**src/rtl/flag_cond_unit.sv**
```systemverilog
// flag_cond_unit: status register {N,Z,C,V}, condition evaluator, LIFO save/restore.
// Ports: clk, rst_n, alu_* flags in, flag_we/flag_wr_*, cond, exc_enter/return -> flags, cond_pass, stack_*.
module flag_cond_unit #(
    parameter int DEPTH  = 4,
    parameter bit BYPASS = 1'b0
) (
    input  logic       clk,
    input  logic       rst_n,
    input  logic       alu_n,
    input  logic       alu_z,
    input  logic       alu_co,
    input  logic       alu_ovf,
    input  logic       alu_arith,
    input  logic       flag_we,
    input  logic       flag_wr_en,
    input  logic [3:0] flag_wr_data,
    input  logic [3:0] cond,
    input  logic       exc_enter,
    input  logic       exc_return,
    output logic [3:0] flags,
    output logic       cond_pass,
    output logic       stack_empty,
    output logic       stack_full,
    output logic       stack_err
);

    localparam int AW = $clog2(DEPTH);
    localparam int PW = AW + 1;

    logic [PW-1:0] ptr;
    logic [3:0]    stk [DEPTH];
    logic [3:0]    nf;
    logic [3:0]    fsel;
    logic [AW-1:0] wr_idx;
    logic [AW-1:0] rd_idx;
    logic          push_req;
    logic          pop_req;
    logic          do_push;
    logic          do_pop;
    logic          misuse;

    assign stack_empty = (ptr == '0);
    assign stack_full  = (ptr == PW'(DEPTH));

    // Both pulses together is a conflict, never a push or pop.
    assign push_req = exc_enter & ~exc_return;
    assign pop_req  = exc_return & ~exc_enter;
    assign do_push  = push_req & ~stack_full;
    assign do_pop   = pop_req & ~stack_empty;
    assign misuse   = (push_req & stack_full)
                    | (pop_req & stack_empty)
                    | (exc_enter & exc_return);

    // Low pointer bits address the array; ptr==DEPTH wraps to index 0,
    // so ptr-1 still lands on the top entry when full.
    assign wr_idx = ptr[AW-1:0];
    assign rd_idx = ptr[AW-1:0] - AW'(1);

    always_comb begin
        nf = flags;
        if (do_pop) begin
            nf = stk[rd_idx];
        end else if (flag_wr_en) begin
            nf = flag_wr_data;
        end else if (flag_we) begin
            nf[3] = alu_n;
            nf[2] = alu_z;
            // Logic ops leave CO/OVF undriven; keep the old C and V.
            if (alu_arith) begin
                nf[1] = alu_co;
                nf[0] = alu_ovf;
            end
        end
    end

    always_ff @(posedge clk) begin
        if (!rst_n) begin
            flags     <= 4'b0000;
            ptr       <= '0;
            stack_err <= 1'b0;
        end else begin
            flags <= nf;
            if (do_push) begin
                ptr <= ptr + PW'(1);
            end else if (do_pop) begin
                ptr <= ptr - PW'(1);
            end
            if (misuse) begin
                stack_err <= 1'b1;
            end
        end
    end

    // Entries carry no reset; they are only read below a valid pointer.
    always_ff @(posedge clk) begin
        if (rst_n && do_push) begin
            stk[wr_idx] <= nf;
        end
    end

    assign fsel = BYPASS ? nf : flags;

    always_comb begin
        cond_pass = 1'b0;
        unique case (cond)
            4'b0000: cond_pass = fsel[2];
            4'b0001: cond_pass = ~fsel[2];
            4'b0010: cond_pass = fsel[1];
            4'b0011: cond_pass = ~fsel[1];
            4'b0100: cond_pass = fsel[3];
            4'b0101: cond_pass = ~fsel[3];
            4'b0110: cond_pass = fsel[0];
            4'b0111: cond_pass = ~fsel[0];
            4'b1000: cond_pass = fsel[1] & ~fsel[2];
            4'b1001: cond_pass = ~fsel[1] | fsel[2];
            4'b1010: cond_pass = (fsel[3] == fsel[0]);
            4'b1011: cond_pass = (fsel[3] != fsel[0]);
            4'b1100: cond_pass = ~fsel[2] & (fsel[3] == fsel[0]);
            4'b1101: cond_pass = fsel[2] | (fsel[3] != fsel[0]);
            4'b1110: cond_pass = 1'b1;
            4'b1111: cond_pass = 1'b0;
        endcase
    end

endmodule

```
**config.mk**
```make
export PLATFORM = sky130hd
export DESIGN_NAME = flag_cond_unit
export DESIGN_NICKNAME = d
export VERILOG_FILES = /design/src/rtl/flag_cond_unit.sv
export SDC_FILE = /design/constraint.sdc
export NUM_CORES = 1
export LEC_CHECK = 0
export ABC_AREA = 1
export BUFFER_PORTS_ARGS = -buffer_cell sky130_fd_sc_hd__buf_2
export CORE_MARGIN = 3
export CORE_UTILIZATION = 58
export CTS_CLUSTER_DIAMETER = 200
export DETAILED_ROUTE_END_ITERATION = 7
export MAX_ROUTING_LAYER = met4
export PLACE_DENSITY = 0.88
export SLEW_MARGIN = 20
export SYNTH_ARGS = -nofsm -noshare
export SYNTH_HDL_FRONTEND = slang
export SYNTH_SLANG_ARGS = --single-unit
```
**constraint.sdc**
```tcl
create_clock -name clk -period 3.38 [get_ports clk]
set_input_delay 0.676 -clock clk [delete_from_list [all_inputs] [get_ports clk]]
set_output_delay 0.676 -clock clk [all_outputs]
set_load 0.02 [all_outputs]
```
==> metrics.cfg, run 1 <==
[finish]
fin_util=0.7500
drive_gt1_frac=0.1990
syn_to_final_growth_pct=15.62
diodes=0
nets=221
final_area_sq_um=1546

[power]
power.switching_mw=0.2642
pwr-share-comb=0.296
vdd_drop_max_v=0.0005175
p_leak_nw=0.7038
p_seq_frac=0.452
intPower_mw=0.5429
p_sw_frac=0.3273
p_per_area_nw_per_um2=521.9
clkPwrFrac=0.252

[sta]
fin_crit_ps=2663
period_share=0.7878
slew_viol_final=0
timing.slew.headroom=0.6779
tightest_slew_ps=482.4
finClkSkew_ps=9.025
fin_tns_setup_ps=0
rsz0062_at_grt=no
hold_viol_final=0
max_freq_mhz=375.6
finalSetupViolCount=0

[floorplanning]
die-height_um=54.02
die_w_um=54.02
num_rows=16
io_pins=27
dieArea_sq_um=2918
coreArea_sq_um=2062
start_util=0.6487

[global_routing]
grt_use_total=0.2159
first_global_vias=1035
gr-total-overflow=0
grt_max_degree=15
grt_pass1_wl_um=4367
antenna_found_initial=0

[flow_run]
drv_cap=0

[logic_synthesis]
synth_cell_types=22
synth_seq_cells=24
synthCells=167
synth_top_cell_area_share=0.3592
synth_area_leader_cell=edfxtp_1
yosysWarnings=0
yosysSeqAreaShare=0.4790
avgSynthCellArea_sq_um=8.009
syn_area_sq_um=1338
mappedNetlistNets=191
synthTopCellsByArea=edfxtp_1 36%, dfxtp_1 12%, nand2_1 11%

[clock_network]
cts_tree=done
cts_setup_buffers=0
cts_hold_buf=0
path_clk_slew_ps=130
cts.sinks=24
cts-buffers-inserted=3
cts.repair.resized=0
clockBufferDepth=2
htree_num_levels=1
cts_root_buffer=clkbuf_4
clk_latency_ps=310

[hold_path]
min_path_cells=2
min_from=stack_err
worstHoldPathType=register to register
hold_end=stack_err

[placement]
io_buffer_count=26
dp_hpwl_um=2204
placed_cell_area_sq_um=1494
gp_congestion=0.8929

[detailed_routing]
wirelength_um=2829
antenna_left=0
viasPerCell=5.632
drtIter0Drc=50
dr.pass1.iters=4
routed-via-count=1256
drc=0
routedWlPerCell_um=12.69

[outcome]
status=complete, no violations

[critical_path]
worstPathArrival_ps=1990
r2r-end=ptr[2]
required_ps=2700
r2r_slack_ps=870
r2r_cells=9
critPathCaptureType=primary output
regToRegStartpoint=ptr[0]
worst-setup-path-type=register to primary output
start_kind=register
worstPathMaxFanout=14

-- flip-flops by register name, summed over array words and instances (netlist names) --
signal and count:
ptr 3, stack_err 1, stk 16, flags 4
-- per-layer routing --
metal	vias to the layer above	routed length [um]	share of wire	global-route usage
met5	-	0	0	-
met4	0	35	0.012	0.07469
met3	6	197	0.070	0.03601
met2	56	1390	0.49	0.3327
met1	580	1206	0.43	0.2885
li1	614	-	-	-
-- synth_stat cells --
master and number:
a21oi_1 8, a21oi_2 2, buf_4 1, clkinv_1 1, dfxtp_1 8, edfxtp_1 16, fa_1 1, ha_1 4
inv_1 18, inv_2 2, nand2_1 40, nand2_4 1, nand3_1 10, nand4_1 1, nor2_1 25, nor2_2 1
nor3_4 1, o211ai_1 2, o21ai_0 21, o21ai_1 1, o21ai_2 2, o22ai_1 1
-- layout make-up --
class / instances / area, sq um
flip-flops and latches: 24 / 640.6
multi-input cells: 121 / 610.6
fillers: 155 / 515.5
repair buffers: 26 / 130.1
inverters: 21 / 78.83
well taps: 27 / 33.78
clock inverters: 1 / 30.03
clock buffers: 3 / 22.52
-- logic make-up after synthesis --
logic type	Yosys count	share of synthesized area
buffers and inverters	22	0.06454
adder cells (fa/ha/maj)	5	0.05239
AO/OA/AOI/OAI	37	0.1544
flip-flops	24	0.4789
AND/OR/NAND/NOR	79	0.2498
-- worst max-delay path, cell delays in order (launching register included) --
cell	delay, ps
dfxtp_1	650
clkinv_1	360
ha_1	330
nand2_1	120
inv_1	60
buf_2	150
-- placed cells by master (no fill, tap or decap), types with 2 or more instances in the layout --
| master | netlist | routed |
|---|---|---|
| o21ai_0 | 21 | 21 |
| a21oi_1 | 8 | 8 |
| a21oi_2 | 2 | 2 |
| nand3_1 | 10 | 10 |
| inv_1 | 18 | 18 |
| edfxtp_1 | 16 | 16 |
| dfxtp_1 | 8 | 8 |
| clkbuf_4 | 0 | 3 |
| inv_2 | 2 | 2 |
| nor2_1 | 25 | 25 |
| buf_2 | 0 | 26 |
| o21ai_2 | 2 | 2 |
| nand2_1 | 40 | 40 |
| o211ai_1 | 2 | 2 |
| ha_1 | 4 | 4 |
-- power groups by stage --
stage / clock network (mW) / logic, mW / registers (mW)
final: 0.203 / 0.239 / 0.365
after CTS: 0.203 / 0.238 / 0.364
after global placement: 0 / 0.228 / 0.370
after global routing: 0.216 / 0.272 / 0.368
after floorplan: 0 / 0.166 / 0.372
after detailed placement: 0 / 0.235 / 0.371
-- worst max-delay path by stage --
stage                        from    endpoint  slack [ps]  depth (start not counted)
after floorplan           cond[1]   cond_pass        1330                          9
final                      ptr[0]  stack_full         720                          5
after detailed placement   ptr[0]      ptr[2]         920                          9
after global routing       ptr[0]  stack_full         540                          5
after CTS                  ptr[0]  stack_full         750                          5
after global placement     ptr[0]      ptr[2]        1040                          9
-- metrics by stage --
step	power (mW)	hold slack, ps	std cells	setup slack, ps
global route	0.8559	498.3	223	538.3
detailed placement	0.6054	448.6	219	918.8
CTS	0.8051	466.5	223	746.9
finish	0.8071	460.5	223	717.3
global placement	0.5979	438.6	219	1036
floorplan	0.5384	517.5	167	1335
Note: power is estimated with default switching activity, not from simulation.
==> run 2, diff against run 1 <==
--- a/config.mk
+++ b/config.mk
@@ -8,11 +8,11 @@
 export ABC_AREA = 1
 export BUFFER_PORTS_ARGS = -buffer_cell sky130_fd_sc_hd__buf_2
 export CORE_MARGIN = 3
-export CORE_UTILIZATION = 58
+export CORE_UTILIZATION = 53
 export CTS_CLUSTER_DIAMETER = 200
 export DETAILED_ROUTE_END_ITERATION = 7
 export MAX_ROUTING_LAYER = met4
-export PLACE_DENSITY = 0.88
+export PLACE_DENSITY = 0.81
 export SLEW_MARGIN = 20
 export SYNTH_ARGS = -nofsm -noshare
 export SYNTH_HDL_FRONTEND = slang
==> constraint.sdc (replaced) <==
create_clock -name clk -period 2.7 [get_ports clk]
set_input_delay 0.54 -clock clk [delete_from_list [all_inputs] [get_ports clk]]
set_output_delay 0.54 -clock clk [all_outputs]
set_load 0.02 [all_outputs]
==> run 2 against run 1 <==
  * Critical path depth unchanged
  * First-iteration DRC count is 6.0% lower
  * Flip-flop and latch count unchanged
  * Worst hold slack gained 19 ps
  * Setup slack worse by 380 ps
  * Sequential share of layout area is 0.23 points lower
  * Clock power up 28%
  * Sequential power increased by 25%
  * Clock-buffer cell count unchanged
  * Combinational power grew 30%
  * Register-to-register slack got worse by 520 ps
==> metrics.cfg, run 2 (synthesis gave the netlist of run 1 again) <==
[finish]
instances_no_fill=225
fin_util=0.6770
largest_reg_flops=16
syn_to_final_growth_pct=16.28
final_area_sq_um=1555
top_register=stk
drive_gt1_frac=0.2030
mostFrequentLayoutCells=40 x nand2_1, 26 x buf_2, 25 x nor2_1
top_regs=stk x16, flags x4, ptr x3
final_common_cell=nand2_1
fillerInstances=196
nets=222
diodes=0

[power]
p_per_area_nw_per_um2=660.0
total_power_mw=1.026
p_leak_nw=0.7083
vdd_drop_max_v=0.0004212

[hold_path]
worstHoldPathType=primary input to register

[critical_path]
worst-setup-path-type=register to primary output
worstPathArrival_ps=1820
worstPathMaxFanout=14
critPathCaptureType=primary output
start_kind=register
timing.critical_path.buf_inv=3
path_delay_family=flip-flops
crit_chain=clkinv_1 > ha_1 > nand2_1 > inv_1 > buf_2
slowest_delay_ps=690
crit_slowest_cell=dfxtp_1
r2r_slack_ps=350
required_ps=2160

[clock_network]
cts.sinks=24
cts_root_buffer=clkbuf_4
htree_num_levels=1
path_clk_slew_ps=130
cts.repair.resized=0
cts_tree=done
cts_setup_buffers=0
cts_hold_buf=0
cts-buffers-inserted=3
clockBufferDepth=2
clk_latency_ps=320

[floorplanning]
die_w_um=56.24
coreArea_sq_um=2297
io_pins=27
die-height_um=56.24
start_util=0.5822
num_rows=17
dieArea_sq_um=3162

[placement]
dp_slack_ps=424.7
io_buffer_count=26
gp_congestion=0.8883
placed_cell_area_sq_um=1503
dp_hpwl_um=2300
place_inst=221

[detailed_routing]
drtIter0Drc=47
routed-via-count=1218
routedWlPerCell_um=12.93
viasPerCell=5.413
antenna_left=0
dr.pass1.iters=4
drc=0
wirelength_um=2909

[global_routing]
antenna_found_initial=0
first_global_vias=1178
gr-total-overflow=0
grt_use_total=0.1962
grt_pass1_wl_um=4892
grt_max_degree=15

[sta]
finClkSkew_ps=7.339
timing.slew.headroom=0.6336
max_freq_mhz=423.1
setup_slack_ps=336.4
finalSetupViolCount=0
fin_crit_ps=2364
whs_ps=479.3
period_share=0.8754
fin_tns_setup_ps=0
rsz0062_at_grt=no
tightest_slew_ps=548.8
hold_viol_final=0
slew_viol_final=0

[flow_run]
drv_cap=0

[outcome]
status=complete, no violations

==> run 2: cell count changes in the layout (fill, tap and decap cells not counted), sizes merged <==
cell / previous run / this run
buf: 26 / 27
==> run 2: area by class of cell <==
| type | instances | area (sq um) | share of cell area |
|---|---|---|---|
| well taps | 28 | 35.03 | 0.02253 |
| multi-input cells | 121 | 610.6 | 0.3926 |
| clock buffers | 3 | 22.52 | 0.01448 |
| repair buffers | 27 | 137.6 | 0.08850 |
| clock inverters | 1 | 30.03 | 0.01931 |
| flip-flops and latches | 24 | 640.6 | 0.4119 |
| inverters | 21 | 78.83 | 0.05068 |
==> run 2: routing by layer <==
metal  track usage  part of all wire  up-vias
li1              -                 -      616
met1        0.2271              0.44      564
met2        0.3389              0.51       34
met3       0.03016             0.043        4
met4       0.07797             0.011        0
met5             -                 0        -
==> run 2: worst min-delay path, cell delays in order <==
cell     delay (ps)
buf_2           140
o21ai_2          60
a21oi_2          30
==> run 2: report_power, final <==
| group | internal, mW | leakage, nW | switching, mW | total (mW) |
|---|---|---|---|---|
| registers | 0.427 | 0.212 | 0.0304 | 0.458 |
| clock network | 0.150 | 0.0279 | 0.109 | 0.259 |
| logic | 0.106 | 0.468 | 0.204 | 0.310 |
| total | 0.684 | 0.708 | 0.343 | 1.03 |
==> run 2: final timing paths <==
kind / startpoint / end / cells past startpoint
hold / removal: rst_n / ptr[0] / 3
setup / recovery: ptr[0] / stack_full / 5
setup reg to reg: ptr[0] / ptr[2] / 9
hold reg to reg: stack_err / stack_err / 2
